<file path="src/rtl/detector_jogada_if.sv">
// Panel-side bundle of the move detector: raw buttons and enable in,
// accepted move, invalid-press flag and debug state out.
interface detector_jogada_if #(
    parameter int N_BOTOES = 4
);
    logic [N_BOTOES-1:0] botoes;
    logic                habilita;
    logic                fez_jogada;
    logic [3:0]          jogada;
    logic                botao_invalido;
    logic [3:0]          db_estado;

    modport master (
        output botoes,
        output habilita,
        input  fez_jogada,
        input  jogada,
        input  botao_invalido,
        input  db_estado
    );

    modport slave (
        input  botoes,
        input  habilita,
        output fez_jogada,
        output jogada,
        output botao_invalido,
        output db_estado
    );
endinterface

</file>
<file path="src/rtl/detector_jogada.sv">
// Move detector: synchronises and debounces the panel buttons and emits one
// fez_jogada pulse per accepted single-button press.
module detector_jogada #(
    parameter int N_BOTOES        = 4,
    parameter int DEBOUNCE_CICLOS = 50000
) (
    input  logic             clock,
    input  logic             reset,
    detector_jogada_if.slave bus
);
    localparam int CW = $clog2(DEBOUNCE_CICLOS);
    localparam logic [CW-1:0] CNT_MAX = CW'(DEBOUNCE_CICLOS - 1);

    typedef enum logic [1:0] {
        OCIOSO     = 2'd0,
        ESTABILIZA = 2'd1,
        DISPARA    = 2'd2,
        SOLTAR     = 2'd3
    } estado_t;

    estado_t             r_estado, w_estado_n;
    logic [N_BOTOES-1:0] r_sync1, r_sync2;
    logic [N_BOTOES-1:0] r_sample, w_sample_n;
    logic [CW-1:0]       r_cnt, w_cnt_n;
    logic [3:0]          r_jogada, w_jogada_n;
    logic                r_invalido, w_invalido_n;
    logic [N_BOTOES-1:0] w_bs;
    logic [3:0]          w_idx;
    logic                w_onehot;

    assign w_bs = r_sync2;

    always_ff @(posedge clock or negedge reset) begin
        if (!reset) begin
            r_sync1 <= '0;
            r_sync2 <= '0;
        end else begin
            r_sync1 <= bus.botoes;
            r_sync2 <= r_sync1;
        end
    end

    assign w_onehot = (r_sample != '0) &&
                      ((r_sample & (r_sample - 1'b1)) == '0);

    always_comb begin
        w_idx = 4'd0;
        for (int i = 0; i < N_BOTOES; i++) begin
            if (r_sample[i]) w_idx = 4'(i + 1);
        end
    end

    always_ff @(posedge clock or negedge reset) begin
        if (!reset) begin
            r_estado   <= OCIOSO;
            r_sample   <= '0;
            r_cnt      <= '0;
            r_jogada   <= 4'd0;
            r_invalido <= 1'b0;
        end else begin
            r_estado   <= w_estado_n;
            r_sample   <= w_sample_n;
            r_cnt      <= w_cnt_n;
            r_jogada   <= w_jogada_n;
            r_invalido <= w_invalido_n;
        end
    end

    always_comb begin
        w_estado_n   = r_estado;
        w_sample_n   = r_sample;
        w_cnt_n      = r_cnt;
        w_jogada_n   = r_jogada;
        w_invalido_n = 1'b0;
        case (r_estado)
            OCIOSO: begin
                if (w_bs != '0) begin
                    w_sample_n = w_bs;
                    w_cnt_n    = '0;
                    w_estado_n = ESTABILIZA;
                end
            end
            ESTABILIZA: begin
                if (w_bs == '0) begin
                    w_cnt_n    = '0;
                    w_estado_n = OCIOSO;
                end else if (w_bs != r_sample) begin
                    w_sample_n = w_bs;
                    w_cnt_n    = '0;
                end else if (r_cnt == CNT_MAX) begin
                    // habilita only matters at this decision point
                    w_cnt_n = '0;
                    if (!w_onehot) begin
                        w_invalido_n = 1'b1;
                        w_estado_n   = SOLTAR;
                    end else if (bus.habilita) begin
                        w_jogada_n = w_idx;
                        w_estado_n = DISPARA;
                    end else begin
                        w_estado_n = SOLTAR;
                    end
                end else begin
                    w_cnt_n = r_cnt + 1'b1;
                end
            end
            DISPARA: begin
                w_cnt_n    = '0;
                w_estado_n = SOLTAR;
            end
            SOLTAR: begin
                if (w_bs != '0) begin
                    w_cnt_n = '0;
                end else if (r_cnt == CNT_MAX) begin
                    w_cnt_n    = '0;
                    w_estado_n = OCIOSO;
                end else begin
                    w_cnt_n = r_cnt + 1'b1;
                end
            end
            default: begin
                w_cnt_n    = '0;
                w_estado_n = OCIOSO;
            end
        endcase
    end

    assign bus.fez_jogada     = (r_estado == DISPARA);
    assign bus.jogada         = r_jogada;
    assign bus.botao_invalido = r_invalido;
    assign bus.db_estado      = {2'b00, r_estado};
endmodule

</file>
<file path="src/flat_wrapper.sv">
// flat-port wrapper written by rule: the top's interface ports become plain ports
module detector_jogada_flat 
#(
    parameter int N_BOTOES        = 4,
    parameter int DEBOUNCE_CICLOS = 50000
)
  (clock, reset, bus_botoes, bus_habilita, bus_fez_jogada, bus_jogada, bus_botao_invalido, bus_db_estado);
  detector_jogada_if #(.N_BOTOES(N_BOTOES)) bus_i ();
  input  logic clock;
  input  logic reset;
  input wire logic [$bits(bus_i.botoes)-1:0] bus_botoes;
  input wire logic [$bits(bus_i.habilita)-1:0] bus_habilita;
  output wire logic [$bits(bus_i.fez_jogada)-1:0] bus_fez_jogada;
  output wire logic [$bits(bus_i.jogada)-1:0] bus_jogada;
  output wire logic [$bits(bus_i.botao_invalido)-1:0] bus_botao_invalido;
  output wire logic [$bits(bus_i.db_estado)-1:0] bus_db_estado;
  assign bus_i.botoes = bus_botoes;
  assign bus_i.habilita = bus_habilita;
  assign bus_fez_jogada = bus_i.fez_jogada;
  assign bus_jogada = bus_i.jogada;
  assign bus_botao_invalido = bus_i.botao_invalido;
  assign bus_db_estado = bus_i.db_estado;
  detector_jogada #(.N_BOTOES(N_BOTOES), .DEBOUNCE_CICLOS(DEBOUNCE_CICLOS)) u_core (.clock(clock), .reset(reset), .bus(bus_i));
endmodule
</file>
<file path="config.mk">
export PLATFORM = sky130hd
export DESIGN_NAME = detector_jogada_flat
export DESIGN_NICKNAME = d
export VERILOG_FILES = /design/src/rtl/detector_jogada_if.sv /design/src/rtl/detector_jogada.sv /design/src/flat_wrapper.sv
export SDC_FILE = /design/constraint.sdc
export NUM_CORES = 1
export LEC_CHECK = 0
export CORE_MARGIN = 2
export CORE_UTILIZATION = 50
export CTS_BUF_LIST = sky130_fd_sc_hd__clkbuf_8 sky130_fd_sc_hd__clkbuf_16
export CTS_CLUSTER_SIZE = 10
export DETAILED_ROUTE_END_ITERATION = 8
export PLACE_DENSITY = 0.72
export SLEW_MARGIN = 20
export SYNTH_ARGS = -nofsm -noshare
export SYNTH_HDL_FRONTEND = slang
export SYNTH_SLANG_ARGS = --single-unit
</file>
<file path="constraint.sdc">
create_clock -name clock -period 2.1 [get_ports clock]
set_input_delay 0.315 -clock clock [delete_from_list [all_inputs] [get_ports clock]]
set_output_delay 0.315 -clock clock [all_outputs]
set_load 0.02 [all_outputs]
</file>
# Word level (Yosys, flattened, before mapping)
# Index checks and enable logic that the tools add are counted.
word_totals:
  romBits: 0
  mem_bits_rw: 0
  regBits: 35
  out_inout_bits: 10
  latch_bits: 0
  memories: 0
  input_bits: 7
op_classes:
  n_mul: 0
  div: 0
  n_reduce_logical: 10
  shifts: 0
  add_sub_neg: 2
  eq_ne: 12
  muxes: 28
  bitwise: 3
  order_cmp: 0
ops:
  columns: ["cell", "n"]
  rows:
  - ["$mux 16", 5]
  - ["$pmux 16 s4", 1]
  - ["$mux 2", 9]
  - ["$add 16x1->16 const B", 1]
  - ["$eq 16x16->1 const B", 1]
  - ["$mux 4", 3]
  - ["$logic_not 4->1", 2]
  - ["$pmux 2 s4", 1]
  - ["$pmux 4 s2", 1]
  - ["$reduce_bool 4->1", 2]
  - ["$mux 1", 7]
  - ["$ne 2x1->1 const B", 3]
  - ["$reduce_and 6->1", 1]
  - ["$reduce_and 5->1", 1]
  - ["$and 4x4->4", 1]
  - ["$eq 2x2->1 const B", 2]
  - ["$ne 2x2->1 const B", 2]
  - ["$ne 4x4->1", 1]
  - ["$reduce_and 4->1", 1]
  - ["$sub 4x1->4 const B", 1]
  - ["$mux 3", 1]
  - ["$ne 3x1->1 const B", 1]
  - ["$ne 3x2->1 const B", 1]
  - ["$eq 2x1->1 const B", 1]
  - ["other kinds (4)", 5]

# Longest topological paths before layout
logic_depth:
  word_depth: 9
  ltp_mapped: 6

# Worst setup path after synthesis
# OpenSTA, ideal clock, no wires.
synth_timing:
  path_kind: "reg2reg"
  from: "register u_core.r_cnt[11]"
  to: "register u_core.r_jogada[2], in the netlist u_core.bus.jogada[2]"
  n_path_buf: 0
  arrival_time_ns: 2.157
  required_time_ns: 1.975
  slack_ns: -0.182
  stages_incl_launch_ff: 6
  cell_sequence: "dfrtp_1 -> or4_4 -> or4_4 -> nor3_4 -> nand4_4 -> mux2_4"
synth_between:
  elab_chain_cells: 2
synth_lines:
  columns: ["element", "line", "rtl"]
  rows:
  - ["start, declared", "detector_jogada.sv:24", "logic [CW-1:0] r_cnt, w_cnt_n;"]
  - ["start signal, assigned", "detector_jogada.sv:63", "r_cnt <= w_cnt_n;"]
  - ["$eq 16x16->1", "detector_jogada.sv:90", "end else if (r_cnt == CNT_MAX) begin"]
  - ["$reduce_and 6->1 (no line)", null, null]
  - ["end signal, assigned", "detector_jogada.sv:64", "r_jogada <= w_jogada_n;"]
  - ["end, declared", "detector_jogada.sv:25", "logic [3:0] r_jogada, w_jogada_n;"]
# Every way passes these cells.
# A chain may end at the register's enable or synchronous reset.

# Worst setup path after layout
layout_timing:
  from: "register u_core.r_cnt[13]"
  to: "register u_core.r_jogada[1], in the netlist u_core.bus.jogada[1]"
# The elaborated chain is that of the path after synthesis.

==> impl_summary.md <==
Floorplanning
The floorplan step defined a core boundary enclosing 3280 um2. The floorplan has 21 rows. The initial utilization of the core area, before any placement, comes to 51.5%.

The die is 62.2 um tall. The floorplan step defined a die boundary enclosing 3870 um2. The total I/O pin count is 17.

The die width is 62.2 um.

Global routing
The number of antenna violations at the first check in global routing is 0. The number of global-route vias before repair is 1321. The total global-route track usage is 20.3%.

Entering global routing, the biggest net connects 35 pins. The total congestion overflow after global routing is 0. The first global-routing pass estimated 6.20 mm of wire.

Clock network
The number of sinks handled by clock tree synthesis is 34. TritonCTS built the clock tree. The H-tree was split into 2 levels. The root buffer selected by CTS is sky130_fd_sc_hd__clkbuf_8. After clock tree synthesis, the clock-pin slew on the worst setup and hold paths is 70 ps. The clock insertion delay at the later pin of the skew report is 290 ps. The number of clock buffers inserted by TritonCTS is 5. The buffer levels on the longest clock path is 2.

Critical path
The start point of the critical path is u_core.r_cnt[13]$_DFFE_PN0P_. The maximum fanout encountered on the critical timing path is 4. The element type at the critical path start is a flip-flop. The capturing element type of the critical path is a flip-flop.

In this run the critical register-to-register path is launched from u_core.r_cnt[13]$_DFFE_PN0P_. The setup slack of the most critical reg-to-reg path is -30 ps. The cell with the biggest individual delay on the critical path is sky130_fd_sc_hd__or4_4.

For the worst flop-to-flop path, the logic depth is 5. By startpoint and endpoint, the worst setup path is classified as reg -> reg. STA puts the critical path data required time at 2270 ps. The critical path goes through or4_4, or4_4, nor3_4, nand4_4, mux2_4. The critical path ends at u_core.bus.jogada[1]$_DFFE_PN0P_.

The most used cell along the critical path is sky130_fd_sc_hd__or4_4. For the worst setup path, the data arrival time is 2300 ps. In this run the critical register-to-register path is captured at u_core.bus.jogada[1]$_DFFE_PN0P_. The peak per-stage delay on the critical path is 530 ps.

Logic synthesis
The share of synthesized area in the top cell type comes to 50.3%. The cell type contributing the most total cell area after synthesis is sky130_fd_sc_hd__dfrtp_1. By area the synthesized netlist is led by sky130_fd_sc_hd__dfrtp_1 50%, sky130_fd_sc_hd__nand3_1 4.4%, sky130_fd_sc_hd__xnor2_1 4.1%, sky130_fd_sc_hd__nor2_1 3.5%, sky130_fd_sc_hd__mux2_2 2.7%. The commonest register cell after synthesis is sky130_fd_sc_hd__dfrtp_1.

The total of flip-flops plus latches after synthesis is 34. The warning count from the yosys run is 0. After technology mapping, the gate count stands at 162.

The mean instance size in the synthesized netlist is 10.4 um2. For this run, asynchronously set or reset flops after synthesis account for 100%. Ranked by instance count, the synthesized netlist is headed by 34 x sky130_fd_sc_hd__dfrtp_1, 16 x sky130_fd_sc_hd__nor2_1, 15 x sky130_fd_sc_hd__nand3_1.

The number of distinct library cell variants in the gate-level netlist after synthesis is 42. For this run, the register share of the synthesized area comes to 50.3%. The netlist area before placement is 1690 um2. The most used standard cell by instance count after synthesis is sky130_fd_sc_hd__dfrtp_1. The count of flip-flops with a built-in enable after synthesis is 0.

Run status
The checks that failed: negative setup slack. The flow ran to the end, but the final reports show violations.

Timing
The number of failing hold endpoints at the final stage was 0. The final cycle utilization of the critical path is 101%. The number of pins with negative max-slew slack in the final report is 0. The timing-limited maximum frequency is 0.470 GHz.

Setup repair after global routing could not meet its margin everywhere. For the pin with the worst max-slew slack, the measured transition is 648 ps. The relative slew slack is 56.4%. The setup slack of the critical path after layout is -27.2 ps. The accumulated negative setup slack is -76.2 ps. The clock arrives with 3.35 ps of skew.

Setup violations remaining at the end of the flow were counted as 3. For the finished layout, the period the worst path requires is 2130 ps. The final worst hold slack is 351 ps.

Place
The count of buffers added on input and output ports is 13. Once placement finished, the instance area stood at 1980 um2. The half-perimeter wire length after placement is 2.62 mm. The global placer's final weighted congestion is 0.997.

Finish
The final design instance area without fill is 2120 um2. From synthesis to final layout, the design area changed by 25.0%. 0 antenna diodes ended up in the layout.

The proportion of layout cells with a drive suffix above 1 is 21.8%. The post-route core utilization is 64.4%. The total number of nets in the final design is 204.

Drt
The remaining antenna violation count after routing is 0. The initial DRC count is 66. The routed design has 3.60 mm of wire.

In the routed layout, each cell is associated on average with a via count of 5.55. After detailed routing, the number of remaining DRC violations is 0. For this block, the via count after detailed routing is 1349. The detailed-route wire length per cell is 14.8 um. The count of TritonRoute iterations in the first routing pass is 4.

Power and ir drop
The leakage power is 0.866 nW. The power after layout is 1.37 mW. Across the VDD grid, the largest voltage drop is 435 uV. Power spread over the standard cell area amounts to 649 nW/um2.

Flow run
The count of max-cap constraint violations is 0.

Worst hold path
The classification of the worst-slack hold path is reg -> reg.
## final cells by class
cell class              instances  area [um2]
inverters                       5        18.8
well taps                      46        57.6
clock inverters                 3        45.0
fillers                       267        1170
multi-input cells             120         817
repair buffers                 30         258
clock buffers                   5        68.8
flip-flops and latches         34         851
## how the worst min path moves through the flow
stage | start | to | slack [ps] | depth (start not counted)
finish | u_core.r_sync1[1]$_DFF_PN0_ | u_core.r_sync2[1]$_DFF_PN0_ | 350 | 0
global route | u_core.r_sync1[2]$_DFF_PN0_ | u_core.r_sync2[2]$_DFF_PN0_ | 360 | 0
floorplan | reset | async pin | 20 | 0
detailed placement | u_core.r_sync1[1]$_DFF_PN0_ | u_core.r_sync2[1]$_DFF_PN0_ | 330 | 0
CTS | u_core.r_sync1[1]$_DFF_PN0_ | u_core.r_sync2[1]$_DFF_PN0_ | 350 | 0
global placement | u_core.r_sync1[2]$_DFF_PN0_ | u_core.r_sync2[2]$_DFF_PN0_ | 330 | 0
## cell families after synthesis
family,after synthesis,share of synthesized area [%]
AND/OR/NAND/NOR,70,23.9
flip-flops,34,50.3
AO/OA/AOI/OAI,27,10.4
XOR/XNOR,12,6.21
buffers and inverters,10,2.88
multiplexers,7,5.32
adder cells (fa/ha/maj),1,0.739
other,1,0.222
## sequential cells by signal, summed over array words and instances (netlist names), named ones only
signal                     flops
u_core.r_sync1                 4
u_core.r_sync2                 4
u_core.bus.jogada              3
u_core.r_estado                1
u_core.r_cnt                  16
u_core.r_sample                4
u_core.bus.botao_invalido      1
## power by group
part	switching [mW]	total (mW)	leakage [nW]	internal [mW]
sequential	0.0166	0.685	0.442	0.669
clock	0.248	0.600	0.0504	0.353
combinational	0.0515	0.0865	0.374	0.0350
total	0.316	1.37	0.866	1.06
## critical path, delay by kind of cell, from the launching register on
family,cells,cell delay [ps]
DFF,1,380
muxes,1,330
and+or+nand+nor,4,1300
## layout by cell type, fill, tap and decap left out, drive strengths merged, types with 3 or more instances in the layout
master,Yosys,layout
nand4,3,3
mux2,7,7
clkbuf,2,5
xnor2,8,8
xor2,4,4
nand2,12,12
nand3,15,15
clkdlybuf4s50,0,13
and3,3,3
conb,1,3
inv,5,5
o21ai,8,8
a21oi,3,3
nor2,16,16
nor4,5,5
dfrtp,34,34
a31oi,6,6
buf,3,17
## metrics by stage
stage,worst slack [ps],cells
finish,-27.2,243
global route,-92.9,243
CTS,-22.9,243
detailed placement,-18.6,233
global placement,4.72,233
floorplan,-29.4,164
## routing by layer
layer | vias up | track usage [%] | part of all wire [%] | wire length [um]
met5 | - | 0 | 0 | 0
met4 | 0 | 7.78 | 1.7 | 60
met3 | 8 | 5.98 | 6.9 | 249
met2 | 38 | 31.0 | 45 | 1630
met1 | 652 | 27.4 | 46 | 1660
li1 | 651 | - | - | -
## timing repair
item,CTS,global route
hold buffers,0,0
resized for setup,0,3
setup buffers,2,0
endpoints found under the setup margin,5,13
gates cloned,0,0
Power figures use the tool's default switching activity.
